File: src/rtl/board_link_ctrl.sv
// board_link_ctrl
//   Conditions the inter-board link pins for two-player mode. The three raw peer
//   inputs are synchronised and glitch-filtered into clean levels plus rising-edge
//   event pulses. Local connect/finish levels are registered out to the peer, and
//   local start requests are stretched into a fixed-width pulse followed by an
//   enforced low gap so the peer board can reliably sample it.
//
// Ports
//   clk, rst              system clock, synchronous active-high reset
//   receive_connect       raw peer connect pin (asynchronous)
//   receive_start         raw peer start pin (asynchronous)
//   receive_game_finish   raw peer finish pin (asynchronous)
//   tx_connect_req        local connect level
//   tx_start_req          local start request, 1-cycle pulse
//   tx_finish_req         local game-finish level
//   send_connect          registered connect pin to peer
//   send_start            stretched start pin to peer
//   send_game_finish      registered finish pin to peer
//   peer_connected        filtered receive_connect level
//   peer_start_pulse      1-cycle pulse on filtered receive_start rising edge
//   peer_finish_pulse     1-cycle pulse on filtered receive_game_finish rising edge
//   link_up               send_connect & peer_connected, registered
//   link_lost_pulse       1-cycle pulse when link_up falls while tx_connect_req is high
//   start_busy            start pulse generator not idle

module board_link_ctrl #(
  parameter int unsigned SYNC_STAGES   = 2,
  parameter int unsigned FILTER_CYCLES = 1000,
  parameter int unsigned HOLD_CYCLES   = 100000
) (
  input  logic clk,
  input  logic rst,
  input  logic receive_connect,
  input  logic receive_start,
  input  logic receive_game_finish,
  input  logic tx_connect_req,
  input  logic tx_start_req,
  input  logic tx_finish_req,
  output logic send_connect,
  output logic send_start,
  output logic send_game_finish,
  output logic peer_connected,
  output logic peer_start_pulse,
  output logic peer_finish_pulse,
  output logic link_up,
  output logic link_lost_pulse,
  output logic start_busy
);

  localparam int unsigned FiltW = $clog2(FILTER_CYCLES + 1);
  localparam int unsigned HoldW = $clog2(HOLD_CYCLES + 1);

  localparam logic [FiltW-1:0] FiltLast = FiltW'(FILTER_CYCLES - 1);
  localparam logic [FiltW-1:0] FiltMax  = {FiltW{1'b1}};
  localparam logic [HoldW-1:0] HoldLast = HoldW'(HOLD_CYCLES - 1);
  localparam logic [HoldW-1:0] HoldMax  = {HoldW{1'b1}};

  // ---------------------------------------------------------------------------
  // RX path: index 0 = connect, 1 = start, 2 = game finish
  // ---------------------------------------------------------------------------
  logic [2:0] rx_raw;
  logic [2:0] rx_level;
  logic [2:0] rx_pulse;

  assign rx_raw = {receive_game_finish, receive_start, receive_connect};

  for (genvar i = 0; i < 3; i++) begin : g_rx
    logic [SYNC_STAGES-1:0] sync_q;
    logic [FiltW-1:0]       cnt_q;
    logic                   level_q;
    logic                   pulse_q;
    logic                   sync_val;
    logic                   flip;

    assign sync_val = sync_q[SYNC_STAGES-1];
    // The filtered level only moves after FILTER_CYCLES consecutive differing samples.
    assign flip     = (sync_val != level_q) && (cnt_q == FiltLast);

    always_ff @(posedge clk) begin
      if (rst) begin
        sync_q  <= '0;
        cnt_q   <= '0;
        level_q <= 1'b0;
        pulse_q <= 1'b0;
      end else begin
        sync_q  <= {sync_q[SYNC_STAGES-2:0], rx_raw[i]};
        // Pulse lines up with the cycle the filtered level first reads 1.
        pulse_q <= flip & ~level_q;
        if (sync_val == level_q) begin
          cnt_q <= '0;
        end else if (flip) begin
          level_q <= ~level_q;
          cnt_q   <= '0;
        end else if (cnt_q != FiltMax) begin
          cnt_q <= cnt_q + 1'b1;
        end
      end
    end

    assign rx_level[i] = level_q;
    assign rx_pulse[i] = pulse_q;
  end

  assign peer_connected    = rx_level[0];
  assign peer_start_pulse  = rx_pulse[1];
  assign peer_finish_pulse = rx_pulse[2];

  // ---------------------------------------------------------------------------
  // TX levels and link status
  // ---------------------------------------------------------------------------
  logic send_connect_q;
  logic send_finish_q;
  logic link_up_q;
  logic link_lost_q;
  logic link_up_d;

  assign link_up_d = send_connect_q & rx_level[0];

  always_ff @(posedge clk) begin
    if (rst) begin
      send_connect_q <= 1'b0;
      send_finish_q  <= 1'b0;
      link_up_q      <= 1'b0;
      link_lost_q    <= 1'b0;
    end else begin
      send_connect_q <= tx_connect_req;
      send_finish_q  <= tx_finish_req;
      link_up_q      <= link_up_d;
      // A drop caused by our own disconnect is expected, so it is not reported.
      link_lost_q    <= link_up_q & ~link_up_d & tx_connect_req;
    end
  end

  assign send_connect     = send_connect_q;
  assign send_game_finish = send_finish_q;
  assign link_up          = link_up_q;
  assign link_lost_pulse  = link_lost_q;

  // ---------------------------------------------------------------------------
  // Start pulse stretcher: IDLE -> HOLD (pin high) -> GAP (pin low) -> IDLE
  // ---------------------------------------------------------------------------
  typedef enum logic [1:0] {StIdle, StHold, StGap} start_state_e;

  start_state_e     state_q, state_d;
  logic [HoldW-1:0] hold_cnt_q, hold_cnt_d;
  logic             pending_q, pending_d;
  logic             hold_last;

  assign hold_last = (hold_cnt_q == HoldLast);

  always_ff @(posedge clk) begin
    if (rst) begin
      state_q    <= StIdle;
      hold_cnt_q <= '0;
      pending_q  <= 1'b0;
    end else begin
      state_q    <= state_d;
      hold_cnt_q <= hold_cnt_d;
      pending_q  <= pending_d;
    end
  end

  always_comb begin
    state_d   = state_q;
    pending_d = pending_q;
    unique case (state_q)
      StIdle: begin
        if (tx_start_req) state_d = StHold;
      end
      StHold: begin
        // Requests during the high phase are dropped.
        if (hold_last) state_d = StGap;
      end
      StGap: begin
        if (hold_last) begin
          // A request on the final gap cycle still earns another pulse.
          state_d   = (pending_q || tx_start_req) ? StHold : StIdle;
          pending_d = 1'b0;
        end else if (tx_start_req) begin
          pending_d = 1'b1;
        end
      end
      default: state_d = StIdle;
    endcase

    if ((state_d != state_q) || (state_q == StIdle)) begin
      hold_cnt_d = '0;
    end else if (hold_cnt_q != HoldMax) begin
      hold_cnt_d = hold_cnt_q + 1'b1;
    end else begin
      hold_cnt_d = hold_cnt_q;
    end
  end

  always_comb begin
    send_start = (state_q == StHold);
    start_busy = (state_q != StIdle);
  end

endmodule

File: config.mk
export PLATFORM = sky130hd
export DESIGN_NAME = board_link_ctrl
export DESIGN_NICKNAME = d
export VERILOG_FILES = /design/src/rtl/board_link_ctrl.sv
export SDC_FILE = /design/constraint.sdc
export NUM_CORES = 1
export LEC_CHECK = 0
export CORE_MARGIN = 2
export CORE_UTILIZATION = 45
export DETAILED_ROUTE_END_ITERATION = 10
export GPL_TIMING_DRIVEN = 0
export PLACE_DENSITY = 0.61
export SETUP_SLACK_MARGIN = 0.3
export SYNTH_ARGS = -nofsm -noshare
export SYNTH_HDL_FRONTEND = slang
export SYNTH_SLANG_ARGS = --single-unit
File: constraint.sdc
create_clock -name clk -period 2.6 [get_ports clk]
set_input_delay 0.52 -clock clk [delete_from_list [all_inputs] [get_ports clk]]
set_output_delay 0.52 -clock clk [all_outputs]
set_load 0.05 [all_outputs]
==> results_dict.tcl <==
set metrics [dict create \
    status "finished, final reports clean" \
    setup_viol 0 \
    min-delay-path-class "flop to flop" \
    crit_chain "or2_2 -> clkdlybuf4s50_1" \
    yosys.cell_types.count 35 \
    power.share.sequential_pct 54.6 \
    detail_route.iter0.violations 60 \
    setup_ws_ps 389 \
    timing.hold.ws_ps 438 \
    clk_root_buffer_cell "clkbuf_8" \
    synthTopCellsByArea "dfxtp_1 (46%), nor2_1 (7.9%), xnor2_1 (4.7%)" \
    tritoncts "done" \
    synth_top_area_cell "dfxtp_1" \
    netlist.area_leader.share_pct 46.2 \
    fp.dieArea_um2 6900 \
    die_x_um 83.1 \
    final_cell_mix "dfxtp_1 (65), nor2_1 (59), and3_1 (18)" \
    critical_path_buf_inv_count 1 \
    rsz0062_at_grt "no" \
    clock-skew-final_ps 6.20 \
    fin_crit_ps 2210 \
    core_area_um2 5990 \
    grt_pass1_wl_mm 8.80 \
    power_density_nw_per_um2 566 \
    max_slew.worst_pin.slew_ps 498 \
    fin_max_slew_vios 0 \
    cts.reportedPaths.clkPinSlew_ps 70 \
    viasPerCell 5.32 \
    antenna_cells 0 \
    proportion_of_total_power_due_to_net_switching_pct 21.7 \
    place.port_buffers 16 \
    setup.worst_path.end_class "output port" \
    globalRouteTotalUtil_pct 15.5 \
    critical_path_startpoint_category "flop" \
    seq_area_frac_synth_pct 46.2 \
    dr.max_layer_used "met4" \
    place_congestion 0.786 \
    ctsLongestPathBuffers 2 \
    num_io_pins 17 \
    max_cap_viols 0 \
    worst_slew_margin_rel_pct 66.7 \
    numPlacedInstances 413 \
    syn-cell-area_um2 2820 \
    maximum_number_of_pins_on_one_net_before_global_route_repair 11 \
    cellLeakagePower_nw 1.15 \
    route.met2.wl_mm 2.14 \
    rows 28 \
    die_h_um 83.1 \
    synth_warnings 0 \
    final_cell_count_no_fill 430 \
    met3_wirelength_um 179 \
    via_count_of_the_first_global_routing_pass 2037 \
    final_net_count 364 \
    drc_errors 0 \
    fraction_of_the_cycle_the_final_worst_path_needs_pct 85.0 \
    initial_antenna_violation_count 0 \
    cts-buffers-inserted 9 \
    route.detailed.wl_per_inst_um 11.8 \
    finalHoldViolCount 0 \
    vias 2287 \
    clock_insertion_delay_worst_skew_ps 340 \
    syn_to_final_growth_pct 16.4 \
    worst-path-max-fanout 5 \
    summed_negative_setup_slack_over_all_endpoints_ps 0 \
    worstPathRequired_ps 2080 \
    final_layout_size_suffix_gt1_share_pct 7.32 \
    final_common_cell "dfxtp_1" \
    critPathSlowestCell "clkdlybuf4s50_1" \
    h-tree-depth 3 \
    internal_power_w 0.00145 \
    critPathKind "flop to output port" \
    synth_enable_flop_cells 0 \
    irDropWorstVdd_mv 0.285 \
    cp_slowest_stage_delay_ps 700 \
    post_syn_instances 322 \
    power.combinational.fraction_pct 3.5 \
    clock_power_share_pct 41.9 \
    synthesis.area_per_instance_um2 8.74 \
    place_ws_ps 290 \
    routed_wirelength_mm 5.09 \
    grt.overflow.total 0 \
    detailedPlacementHpwl_mm 3.53 \
    drt_pre_antenna_iters 4 \
    wl_met1_mm 2.65 \
    synth-main-ff-cell "dfxtp_1" \
    cpLargestDelayFamily "buffers and inverters" \
    achievable-frequency_ghz 0.452 \
    cp_data_arrival_time_ps 1690 \
    mappedNetlistNets 335 \
    synth-seq-cells 65 \
    cts_num_sinks 65 \
    drtAntennaViolNets 0 \
    ys_async_sr_fraction_pct 0 \
    net-switching-power_w 0.000402 \
    floorplan.initialDensity_pct 47.0 \
]
## metrics by stage
stage	total power (W)	util (%)	instance area (um2)
floorplan	0.00107	-	2820
global placement	0.00110	51.2	3070
detailed placement	0.00110	51.2	3070
CTS	0.00188	54.3	3250
global route	0.00192	54.7	3280
finish	0.00185	54.7	3280
## layout make-up
class                      instances  area, um2
buffer                             7       31.3
timing repair buffer              18        174
tap                               75       93.8
inverter                           6       22.5
clock buffer                      13        169
clock inverter                     2       12.5
multi-input combinational        244       1470
fill                             553       2720
sequential                        65       1300
## Yosys cell counts (6+ instances only)
cell	instances
dfxtp_1	65
nand2_1	16
nor4_1	9
nand3_1	14
nor3_1	14
nor2_1	59
nand4_1	11
and3_1	18
mux2i_1	11
xor2_1	10
xnor2_1	15
nor2b_1	11
o21ai_0	7
inv_1	6
a21oi_1	11
## registers in the layout, summed over array words and instances (netlist names)
signal / count
send_game_finish: 1
pending_q: 1
g_rx.cnt_q: 30
hold_cnt_q: 17
g_rx.level_q: 2
peer_connected: 1
peer_start_pulse: 1
peer_finish_pulse: 1
state_q: 2
link_lost_pulse: 1
link_up: 1
send_connect: 1
g_rx.sync_q: 6
## cell families after synthesis
kind of cell             count (synthesis)  synth area share [%]
multiplexers                            11                  3.91
flip-flops                              65                  46.2
buffers and inverters                   13                  1.87
AND/OR/NAND/NOR                        177                  32.5
XOR/XNOR                                25                  7.78
AO/OA/AOI/OAI                           26                  5.47
adder cells (fa/ha/maj)                  5                  2.22
## metal layers
layer / track usage, % / up-vias
li1: - / 1192
met1: 19.9 / 1047
met2: 23.2 / 35
met3: 3.98 / 13
met4: 9.39 / 0
met5: 0 / -
## repair_timing
| action | 4_1_cts | 5_1_grt |
|---|---|---|
| hold buffers | 0 | 0 |
| setup endpoints to repair | 2 | 8 |
| gates resized for setup | 2 | 3 |
| pin swaps | 0 | 1 |
| hold endpoints to repair | 0 | 0 |
| buffers inserted | 0 | 2 |
## worst register-to-register path, delay by kind of cell (launching register included)
family / cells / cell delay (ps)
simple gates: 3 / 630
flops: 1 / 370
compound gates: 1 / 290
fa+ha+maj: 1 / 230
buf+inv: 2 / 440
## path summary, 6_finish.rpt
check / slack (ps) / to / startpoint / cells past startpoint
setup / recovery: 390 / start_busy / state_q[0]$_SDFF_PP0_ / 2
hold / removal: 440 / g_rx[0].sync_q[1]$_SDFF_PP0_ / g_rx[0].sync_q[0]$_SDFF_PP0_ / 1
setup reg to reg: 530 / hold_cnt_q[5]$_SDFFE_PP0P_ / hold_cnt_q[0]$_SDFFE_PP0P_ / 7
hold reg to reg: 440 / g_rx[0].sync_q[1]$_SDFF_PP0_ / g_rx[0].sync_q[0]$_SDFF_PP0_ / 1
## power groups by stage
stage	Combinational, W	Clock, W	Sequential, W
after global placement	0.0000665	0	0.00103
after CTS	0.0000665	0.000807	0.00101
after detailed placement	0.0000670	0	0.00103
final	0.0000648	0.000777	0.00101
after floorplan	0.0000351	0	0.00104
after global routing	0.0000712	0.000840	0.00101
Note: power is estimated with default switching activity, not from simulation.
